==> src/rtl/tt_um_carry_select_sub8.sv <==
// 8-bit subtractor A-B built from two 4-bit carry-select nibbles, sequenced by
// a three-state FSM (IDLE -> LOW -> HIGH) with registered result and flags.
module tt_um_carry_select_sub8 (
  input  logic [7:0] ui_in,
  output logic [7:0] uo_out,
  input  logic [7:0] uio_in,
  output logic [7:0] uio_out,
  output logic [7:0] uio_oe,
  input  logic       ena,
  input  logic       clk,
  input  logic       rst_n
);

  typedef enum logic [1:0] {
    IDLE = 2'd0,
    LOW  = 2'd1,
    HIGH = 2'd2
  } state_t;

  state_t     state;
  logic [7:0] a_q;
  logic [7:0] b_q;
  logic [3:0] lo_q;
  logic       c4_q;
  logic [4:0] hi0_q;   // upper candidate assuming no carry in, with its carry
  logic [4:0] hi1_q;   // upper candidate assuming carry in, with its carry
  logic [7:0] result_q;
  logic       ovf_q;
  logic       busy_q;
  logic       done_q;
  logic       borrow_q;
  logic       zero_q;

  logic load_a;
  logic load_b;
  logic start;
  assign load_a = uio_in[0];
  assign load_b = uio_in[1];
  assign start  = uio_in[2];

  logic unused_inputs;
  assign unused_inputs = &{1'b0, ena, uio_in[7:3]};

  // Subtraction as A + ~B + 1: the +1 is the carry into the low nibble.
  logic [4:0] lo_sum;
  logic [4:0] hi_sum0;
  logic [4:0] hi_sum1;
  logic [4:0] hi_sel;
  logic [7:0] diff;

  // NOTE: every signal assigned in always_comb gets a default first, so no
  // path can leave it unassigned and infer a latch.
  always_comb begin
    lo_sum  = 5'd0;
    hi_sum0 = 5'd0;
    hi_sum1 = 5'd0;
    hi_sel  = 5'd0;
    lo_sum  = {1'b0, a_q[3:0]} + {1'b0, ~b_q[3:0]} + 5'd1;
    hi_sum0 = {1'b0, a_q[7:4]} + {1'b0, ~b_q[7:4]};
    hi_sum1 = {1'b0, a_q[7:4]} + {1'b0, ~b_q[7:4]} + 5'd1;
    hi_sel  = c4_q ? hi1_q : hi0_q;
  end

  assign diff = {hi_sel[3:0], lo_q};

  // NOTE: sequential state uses non-blocking assignments so every register
  // samples pre-edge values regardless of statement order.
  always_ff @(posedge clk or negedge rst_n) begin
    if (!rst_n) begin
      state    <= IDLE;
      a_q      <= 8'h00;
      b_q      <= 8'h00;
      lo_q     <= 4'h0;
      c4_q     <= 1'b0;
      hi0_q    <= 5'd0;
      hi1_q    <= 5'd0;
      result_q <= 8'h00;
      ovf_q    <= 1'b0;
      busy_q   <= 1'b0;
      done_q   <= 1'b0;
      borrow_q <= 1'b0;
      zero_q   <= 1'b0;
    end else begin
      case (state)
        IDLE: begin
          if (load_a) a_q <= ui_in;
          if (load_b) b_q <= ui_in;
          if (load_a || load_b || start) done_q <= 1'b0;
          // Operands loaded on this same edge are seen by LOW next cycle.
          if (start) begin
            state  <= LOW;
            busy_q <= 1'b1;
          end
        end
        LOW: begin
          lo_q  <= lo_sum[3:0];
          c4_q  <= lo_sum[4];
          hi0_q <= hi_sum0;
          hi1_q <= hi_sum1;
          state <= HIGH;
        end
        HIGH: begin
          result_q <= diff;
          borrow_q <= ~hi_sel[4];
          zero_q   <= (diff == 8'h00);
          ovf_q    <= (a_q[7] != b_q[7]) && (diff[7] != a_q[7]);
          done_q   <= 1'b1;
          busy_q   <= 1'b0;
          state    <= IDLE;
        end
        default: state <= IDLE;
      endcase
    end
  end

  assign uo_out  = result_q;
  assign uio_out = {zero_q, borrow_q, done_q, busy_q, ovf_q, 3'b000};
  assign uio_oe  = 8'hF8;

endmodule

==> config.mk <==
export PLATFORM = sky130hd
export DESIGN_NAME = tt_um_carry_select_sub8
export DESIGN_NICKNAME = d
export VERILOG_FILES = /design/src/rtl/tt_um_carry_select_sub8.sv
export SDC_FILE = /design/constraint.sdc
export NUM_CORES = 1
export LEC_CHECK = 0
export ABC_AREA = 1
export CAP_MARGIN = 20
export CELL_PAD_IN_SITES_DETAIL_PLACEMENT = 0
export CELL_PAD_IN_SITES_GLOBAL_PLACEMENT = 2
export CORE_ASPECT_RATIO = 0.7
export CORE_MARGIN = 2
export CORE_UTILIZATION = 32
export DETAILED_ROUTE_END_ITERATION = 8
export PLACE_DENSITY = 0.88
export SLEW_MARGIN = 15
export SYNTH_ARGS = -nofsm -noshare
export SYNTH_HDL_FRONTEND = slang
export SYNTH_SLANG_ARGS = --single-unit
==> constraint.sdc <==
create_clock -name clk -period 2.1 [get_ports clk]
set_input_delay 0.42 -clock clk [delete_from_list [all_inputs] [get_ports clk]]
set_output_delay 0.42 -clock clk [all_outputs]
set_load 0.01 [all_outputs]
# After elaboration in Yosys (flattened, before gate mapping)

Cells that the tools add are included.

Add/subtract/negate cells: 4
Eq/ne operators: 6
Mux-type cells: 7
Bitwise gates (word level): 3
Reductions and logical operators: 10

Operator list:

| operator            | count |
|---|---|
| $add 4x4->5         | 2 |
| $add 5x1->5 const B | 2 |
| $logic_not 8->1     | 1 |
| $not 4->4           | 2 |
| $reduce_and 2->1    | 4 |
| $mux 5              | 1 |
| $ne 2x2->1 const B  | 2 |
| $pmux 1 s2          | 2 |
| $pmux 2 s2          | 1 |
| $eq 2x1->1 const B  | 1 |
| $eq 2x2->1 const B  | 1 |
| $logic_not 2->1     | 1 |
| $logic_or 1x1->1    | 2 |
| $mux 1              | 2 |
| $mux 2              | 1 |
| $ne 1x1->1          | 2 |
| $reduce_bool 2->1   | 1 |
| $logic_and 1x1->1   | 1 |
| $not 1->1           | 1 |

Bits in registers: 46
Bits of input ports: 19
Output and inout port bits: 24
Logic and storage cells: 43

# Logic depth before layout (Yosys ltp)

Gate-level depths: netlist (run 1).

Depth in word-level cells: 4
Gate-level depth with buffers: 11
Mapped depth without buffers: 11

# Worst setup path before layout (run 1)

No wires, ideal clock.

Kind: reg2reg
Start: register b_q[4]
End: register hi1_q[4]
Arrival time: 1594 ps
Data required time: 1983 ps
Slack: 388 ps
Stages on the path, launching flop included: 11
Path buffers: 0
Clock period less this slack: 1712 ps
Path through: dfrtp_1 > inv_1 > ha_1 > inv_1 > fa_1 > inv_1 > ha_1 > inv_1 > o21ai_1 > nand3_1 > nand2_1

Word-level cells in the longest chain between the ends: 3

Ends and longest elaborated chain:

| element                | line | source |
|---|---|---|
| start, declared        | 22   | `logic [7:0] b_q;` |
| start signal, assigned | 87   | `if (load_b) b_q <= ui_in;` |
| $not 4->4              | -    |  |
| $add 4x4->5            | -    |  |
| via hi_sum0[1]         | 46   | `logic [4:0] hi_sum0;` |
| $add 5x1->5            | 60   | `hi_sum1 = {1'b0, a_q[7:4]} + {1'b0, ~b_q[7:4]} + 5'd1;` |
| end signal, assigned   | 99   | `hi1_q <= hi_sum1;` |
| end, declared          | 26   | `logic [4:0] hi1_q;` |

The timed path passes the listed nets, and every way through them passes these cells.
A chain may end at the register's enable or synchronous reset.

# Worst setup path in the final report (run 1)

Ends and elaborated chain as after synthesis.

==> reports/metrics.sh, run 1 <==
P_SWITCHING_W=0.00131
CTS.SINK_COUNT=46
SLEW_HEADROOM_PCT=61.5
SEQ_AREA_FRAC_SYNTH_PCT=46.7
PATH_CLASS='reg2reg'
YOSYS-MUX-AREA-FRACTION_PCT=0
GRT_SETUP_UNREPAIRED='no'
CRITPATHMAXFANOUT=3
MAX-CAP-VIOLATIONS=0
CTS_TREE='yes'
YOSYS.CELL_TYPES.COUNT=32
CLOCK_SLEW_AT_THE_REGISTER_CLOCK_PINS_OF_THE_WORST_SETUP_AND_HOLD_PATHS_NS=0.09
GRT_ANTENNA_BEFORE_REPAIR=0
SYNTH.AREA.TOP_CELLS='sky130_fd_sc_hd__dfrtp_1 (47%), sky130_fd_sc_hd__nand2_1 (9.1%), sky130_fd_sc_hd__o21ai_2 (5.7%)'
GLOBAL_ROUTE.USAGE.MET2_PCT=15.7
HPWLAFTERDP_MM=3.33
SETUP-TNS-FINAL_NS=0
CTSLONGESTPATHBUFFERS=2
ROUTE.ANTENNA.REMAINING_NETS=0
WORST_SETUP_PATH_START_KIND='flip-flop'
MAPPED_CELL_AREA_SQ_UM=2470
R2R-START='b_q[4]$_DFFE_PN0P_'
ROUTE.VIAS.TOTAL=1619
YS_ASYNC_SR_FRACTION_PCT=100
YOSYSTOPAREACELLSHARE_PCT=46.7
YOSYS_MOST_USED_DFF='sky130_fd_sc_hd__dfrtp_1'
STDCELL_COUNT=393
MET3_USAGE_PCT=3.28
INSERTION_DELAY_NS=0.30
OUTCOME='finished clean'
NETLIST.TOP_CELL.BY_AREA='sky130_fd_sc_hd__dfrtp_1'
SYNTH.MOST_COMMON_CELL='sky130_fd_sc_hd__nand2_1'
AREA_GROWTH_PCT=13.0
CRITICAL_PATH_ARRIVAL_NS=2.05
DRC=0
DETAIL_ROUTE.WL_PER_CELL_UM=11.0
TIMING.RR.END='hi1_q[4]$_DFFE_PN0N_'
YOSYS_WARNINGS=0
AVGVIACOUNTPERCELL=4.12
R2R_CELLS=11
SETUP_VIOLS_FINAL=0
GRT_MOST_USED_LAYER='met1'
LEAKAGE_nW=1.37
REPORT.FINAL.SLEW_VIOL_COUNT=0
POSTCTSHOLDBUFS=0
POWER_FRAC_COMB_PCT=42.6
SYNTH-COMPOUND-AREA-SHARE_PCT=12.3
DIE_AREA_SQ_UM=8440
SYNTH-EDFF-COUNT=0
VDD_DROP_MAX_mV=0.350
FINAL_LAYOUT_SIZE_SUFFIX_GT1_SHARE_PCT=14.9
WORSTSETUPENDPOINTTYPE='flip-flop'
DETAIL_ROUTE.WIRELENGTH_MM=4.33
UPPER_CLOCK_FREQUENCY_LIMIT_MHz=541
SYNTHADDERAREAFRAC_PCT=6.19
GRT_FIRST_PASS_WIRELENGTH_MM=7.71
TRITONCTS.NUM_BUFFERS=5
LAYOUT_WORST_PATH_CYCLE_SHARE_PCT=88.1
HOLD_WS_NS=0.185
SYNTHESIS.INSTANCES=272
CLOCKPOWERSHARE_PCT=15.8
INITIALDRTVIOLATIONCOUNT=55
CTS_RESIZED=0
FLOORPLAN.DIE.HEIGHT_UM=77.5
DOMINANT_COMBINATIONAL_CELL_FAMILY_BY_AREA_AFTER_SYNTHESIS='simple AND/OR/NAND/NOR gates'
SYNTH_COMMONEST_CELLS='sky130_fd_sc_hd__nand2_1 (60), sky130_fd_sc_hd__dfrtp_1 (46), sky130_fd_sc_hd__inv_1 (33)'
SYNTH_AREA_PER_CELL_SQ_UM=9.07
NNETSFINAL=324
HOLD_VIOL=0
INTERNAL_POWER_W=0.00211
SEQ_POWER_SHARE_PCT=41.6
POSTCTSSETUPREPAIRBUFS=0
NUM_IO_PINS=43
ROWS=26
NUMPLACEDINSTANCES=385
DIEWIDTH_UM=109
TIMING.HOLD.WORST.CLASS='in2async'
POWER.SHARE.SWITCHING_PCT=38.4
GRT.TOTAL_USAGE_PCT=11.8
CTS.HTREE.LEVELS=2
PLACEABLECOREAREA_SQ_UM=7380
MET1_USAGE_PCT=17.9
REGTOREGSETUPSLACK_NS=0.25
POWER_DENSITY_nW_PER_UM2=1230
LARGEST_NET_DEGREE_AT_THE_START_OF_GLOBAL_ROUTING=47
MAX_SLEW.WORST_PIN.SLEW_NS=0.577
GRT.OVERFLOW.TOTAL=0
YOSYS_REGISTER_BITS=46
EFFECTIVE_UTILIZATION_AT_FLOORPLAN_PCT=33.4
GRT_PASS1_VIAS=1596
FINALCRITICALPERIOD_NS=1.85
SYNTHXORXNORAREAFRAC_PCT=0.355
PLACEMENT.IO_BUFFERS=25
INSERTEDDIODECOUNT=0
SYNTHSIMPLEGATEAREAFRAC_PCT=20.6
GP_ROUTABILITY_CONGESTION=0.765
CTS_ROOT_BUFFER='sky130_fd_sc_hd__clkbuf_8'
CRITICAL_PATH_REQUIRED_NS=2.30
WORST_CLOCK_SKEW_NS=0.0100
DETAILEDROUTE.FIRSTPASSITERATIONCOUNT=4
sequential cells by signal, indices dropped and copies added, names as in the netlist, 2 cells and up:
name,count
uo_out,8
hi1_q,5
state,2
a_q,8
lo_q,4
b_q,8
hi0_q,5
layer usage:
layer	wire, um	share of wire, %
met3	226	5.2
met5	0	0
met1	2430	56
met2	1610	37
met4	58	1.3
critical path: stages, from the launching register on:
cell                      delay (ns)
sky130_fd_sc_hd__dfrtp_1        0.39
sky130_fd_sc_hd__inv_1          0.06
sky130_fd_sc_hd__ha_1           0.17
sky130_fd_sc_hd__inv_1          0.06
sky130_fd_sc_hd__fa_1           0.47
sky130_fd_sc_hd__inv_1          0.08
sky130_fd_sc_hd__ha_1           0.15
sky130_fd_sc_hd__inv_1          0.05
sky130_fd_sc_hd__nor2_1         0.11
sky130_fd_sc_hd__nand3_1        0.08
sky130_fd_sc_hd__nand3_1        0.07
sky130_fd_sc_hd__nand2_1        0.05
cell usage in the layout, fill, tap and decap left out, drive strengths merged, types with 6 or more instances in the layout:
cell	count
nand2	70
clkdlybuf4s50	24
conb	11
dfrtp	46
o21ai	32
clkbuf	6
ha	9
nor2	16
nand3	18
inv	38
metrics by stage:
| stage | worst slack [ns] | power, W | utilization [%] | area (sq um) |
|---|---|---|---|---|
| finish | 0.250 | 0.00342 | 37.7 | 2790 |
| detailed placement | 0.250 | 0.00292 | 36.6 | 2700 |
| CTS | 0.234 | 0.00348 | 37.7 | 2790 |
| global route | 0.0544 | 0.00376 | 37.7 | 2790 |
| floorplan | 0.388 | 0.00248 | - | 2500 |
| global placement | 0.275 | 0.00289 | 36.6 | 2700 |
kinds of logic after synthesis:
family | count (synthesis)
DFF | 46
and+or+nand+nor | 107
buffers and inverters | 60
xor gates and xnor gates | 1
other | 2
AOI/OAI and AO/OA | 45
adders and majority gates | 11
worst max path at each step:
stage	to	slack, ns	depth (start not counted)	startpoint
2_1_floorplan	hi1_q[4]$_DFFE_PN0N_	0.39	10	b_q[4]$_DFFE_PN0P_
3_3_place_gp	hi1_q[4]$_DFFE_PN0N_	0.28	10	b_q[4]$_DFFE_PN0P_
3_5_place_dp	hi1_q[4]$_DFFE_PN0N_	0.25	11	b_q[4]$_DFFE_PN0P_
4_1_cts	hi1_q[4]$_DFFE_PN0N_	0.23	11	b_q[4]$_DFFE_PN0P_
5_1_grt	hi1_q[4]$_DFFE_PN0N_	0.05	11	b_q[4]$_DFFE_PN0P_
6_report	hi1_q[4]$_DFFE_PN0N_	0.25	11	b_q[4]$_DFFE_PN0P_
layout make-up:
class / count / area (sq um)
Fill cell: 798 / 4600
Sequential cell: 46 / 1150
Multi-Input combinational cell: 175 / 1010
Timing Repair Buffer: 27 / 260
Inverter: 39 / 153
Tap cell: 98 / 123
Clock buffer: 6 / 72.6
Clock inverter: 2 / 13.8
power by group through the flow:
stage / clock (W) / sequential [W] / combinational, W
finish: 0.000539 / 0.00142 / 0.00146
global placement: 0 / 0.00143 / 0.00146
global route: 0.000613 / 0.00147 / 0.00168
CTS: 0.000568 / 0.00143 / 0.00148
floorplan: 0 / 0.00143 / 0.00105
detailed placement: 0 / 0.00144 / 0.00148
Note: power is estimated with default switching activity, not from simulation.
==> run 2, diff against run 1 <==
--- a/config.mk
+++ b/config.mk
@@ -14,7 +14,7 @@
 export CORE_UTILIZATION = 32
 export DETAILED_ROUTE_END_ITERATION = 8
 export PLACE_DENSITY = 0.88
-export SLEW_MARGIN = 15
+export SLEW_MARGIN = 25
 export SYNTH_ARGS = -nofsm -noshare
 export SYNTH_HDL_FRONTEND = slang
 export SYNTH_SLANG_ARGS = --single-unit
==> constraint.sdc (replaced) <==
create_clock -name clk -period 2.04 [get_ports clk]
set_input_delay 0.408 -clock clk [delete_from_list [all_inputs] [get_ports clk]]
set_output_delay 0.408 -clock clk [all_outputs]
set_load 0.05 [all_outputs]
==> reports/metrics.sh, run 2 (synthesis results as in run 1) <==
PATH_CLASS='reg2out'
GRT_PASS1_VIAS=1571
CTS_RESIZED=0
EFFECTIVE_UTILIZATION_AT_FLOORPLAN_PCT=33.4
AREA_GROWTH_PCT=14.3
VDD_DROP_MAX_mV=0.657
DIEWIDTH_UM=109
HPWLAFTERDP_MM=3.39
POSTCTSHOLDBUFS=0
FLOORPLAN.DIE.HEIGHT_UM=77.5
SETUP_VIOLS_FINAL=0
DETAIL_ROUTE.WL_PER_CELL_UM=11.3
POWER_DENSITY_nW_PER_UM2=1440
ROWS=26
LAYOUT.AREA.SEQ_SQ_UM=1150
INSERTION_DELAY_NS=0.30
POWER_FRAC_COMB_PCT=46.6
UPPER_CLOCK_FREQUENCY_LIMIT_MHz=532
FINAL_COMMON_CELL='sky130_fd_sc_hd__nand2_1'
DETAILEDROUTE.FIRSTPASSITERATIONCOUNT=4
INSERTEDDIODECOUNT=0
CRITICAL_PATH_ARRIVAL_NS=1.47
CRITPATHMAXFANOUT=2
MOST-COMMON-LAYOUT-CELLS='sky130_fd_sc_hd__nand2_1 (60), sky130_fd_sc_hd__dfrtp_1 (46), sky130_fd_sc_hd__inv_1 (33), sky130_fd_sc_hd__clkdlybuf4s50_1 (24), sky130_fd_sc_hd__nand3_1 (18)'
CRITICAL_PATH_REQUIRED_NS=1.63
CTS.HTREE.LEVELS=2
NNETSFINAL=325
SLOWEST_DELAY_NS=0.80
GRT_FIRST_PASS_WIRELENGTH_MM=7.67
DESIGN_AREA_SQ_UM=2820
SETUP-TNS-FINAL_NS=0
GRT_SETUP_UNREPAIRED='no'
CLOCKPOWERSHARE_PCT=17.2
FINALCRITICALPERIOD_NS=1.88
GP_ROUTABILITY_CONGESTION=0.760
CTS.SINK_COUNT=46
DRC=0
CTS_ROOT_BUFFER='sky130_fd_sc_hd__clkbuf_8'
GRT.OVERFLOW.TOTAL=0
POWER.SHARE.SWITCHING_PCT=43.4
AVGVIACOUNTPERCELL=4.21
TIMING.HOLD.WORST.CLASS='in2async'
GRT.TOTAL_USAGE_PCT=11.5
LAYOUT.FILLER_CELLS=783
OUTCOME='finished clean'
FINISH.UTILIZATION_PCT=38.2
LEAKAGE_nW=1.38
PLACEMENT.SETUP.WORST_SLACK_NS=0.197
CRITICAL_PATH.SLOWEST_CELL='sky130_fd_sc_hd__clkdlybuf4s50_1'
CP_NUM_BUF_INV=1
LAYOUT_WORST_PATH_CYCLE_SHARE_PCT=92.1
CTSLONGESTPATHBUFFERS=2
TOTAL_POWER_W=0.00405
DIE_AREA_SQ_UM=8440
CTS_TREE='yes'
SEQ_POWER_SHARE_PCT=36.3
WORSTSETUPSTARTPOINT='uo_out[2]$_DFFE_PN0P_'
WORSTSETUPENDPOINTTYPE='output pin'
POSTCTSSETUPREPAIRBUFS=0
PLACE_AREA_SQ_UM=2710
MULTIINPUTGATEAREA_SQ_UM=1010
PLACEMENT.IO_BUFFERS=25
REPORT.FINAL.SLEW_VIOL_COUNT=0
P_SWITCHING_W=0.00176
MAX-CAP-VIOLATIONS=0
DETAIL_ROUTE.WIRELENGTH_MM=4.46
PLACEABLECOREAREA_SQ_UM=7380
CPLARGESTDELAYFAMILY='buffers and inverters'
FINAL_LAYOUT_SIZE_SUFFIX_GT1_SHARE_PCT=15.2
HOLD_VIOL=0
R2R-START='a_q[4]$_DFFE_PN0P_'
WORST_CLOCK_SKEW_NS=0.00446
POST-ROUTE-WORST-SETUP-SLACK_NS=0.160
GRT_ANTENNA_BEFORE_REPAIR=0
LARGEST_NET_DEGREE_AT_THE_START_OF_GLOBAL_ROUTING=19
INITIALDRTVIOLATIONCOUNT=60
ROUTE.ANTENNA.REMAINING_NETS=0
REGTOREGSETUPSLACK_NS=0.21
INTERNAL_POWER_W=0.00229
TRITONCTS.NUM_BUFFERS=5
WORST_SETUP_PATH_START_KIND='flip-flop'
PATH_CELLS='clkdlybuf4s50_1'
NUM_IO_PINS=43
ROUTE.VIAS.TOTAL=1658
CLOCK_SLEW_AT_THE_REGISTER_CLOCK_PINS_OF_THE_WORST_SETUP_AND_HOLD_PATHS_NS=0.09
[run 2: cell count changes in the layout (fill, tap and decap cells not counted), sizes merged]
cell	change
buf	+1
clkinv	-2
bufinv	+1
clkinvlp	+1
[run 2: stage by stage]
step	hold WS, ns	std cells
5_1_grt	0.0587	394
3_5_place_dp	0.365	386
2_1_floorplan	0.112	281
6_report	0.0284	394
3_3_place_gp	0.361	386
4_1_cts	0.0385	394
[run 2: cell type report]
cell class	count	area share, %
clock buffers	6	2.57
clock inverters	2	1.33
inverters	39	5.41
multi-input cells	175	36.0
flip-flops and latches	46	40.8
well taps	98	4.35
repair buffers	28	9.50
[run 2: power by group through the flow]
stage	sequential, W	combinational [W]	clock (W)
after floorplan	0.00171	0.00123	0
after global placement	0.00148	0.00188	0
after detailed placement	0.00149	0.00190	0
after CTS	0.00147	0.00190	0.000712
after global routing	0.00151	0.00211	0.000749
final	0.00147	0.00188	0.000694
[run 2: per-layer routing]
metal	vias up	part of all wire, %	track usage, %
met1	740	60	19.1
met2	34	35	14.1
met5	-	0	0
li1	882	-	-
met3	2	4.5	3.28
met4	0	0.58	2.69
[run 2: worst paths after layout]
path / to / depth (start not counted)
setup / recovery: uo_out[2] / 1
hold / removal: a_q[5]$_DFFE_PN0P_ / 1
setup reg to reg: hi1_q[4]$_DFFE_PN0N_ / 10
hold reg to reg: b_q[4]$_DFFE_PN0P_ / 2
max in group asynchronous: hi0_q[1]$_DFFE_PN0N_ / 2
min in group clk: b_q[4]$_DFFE_PN0P_ / 2
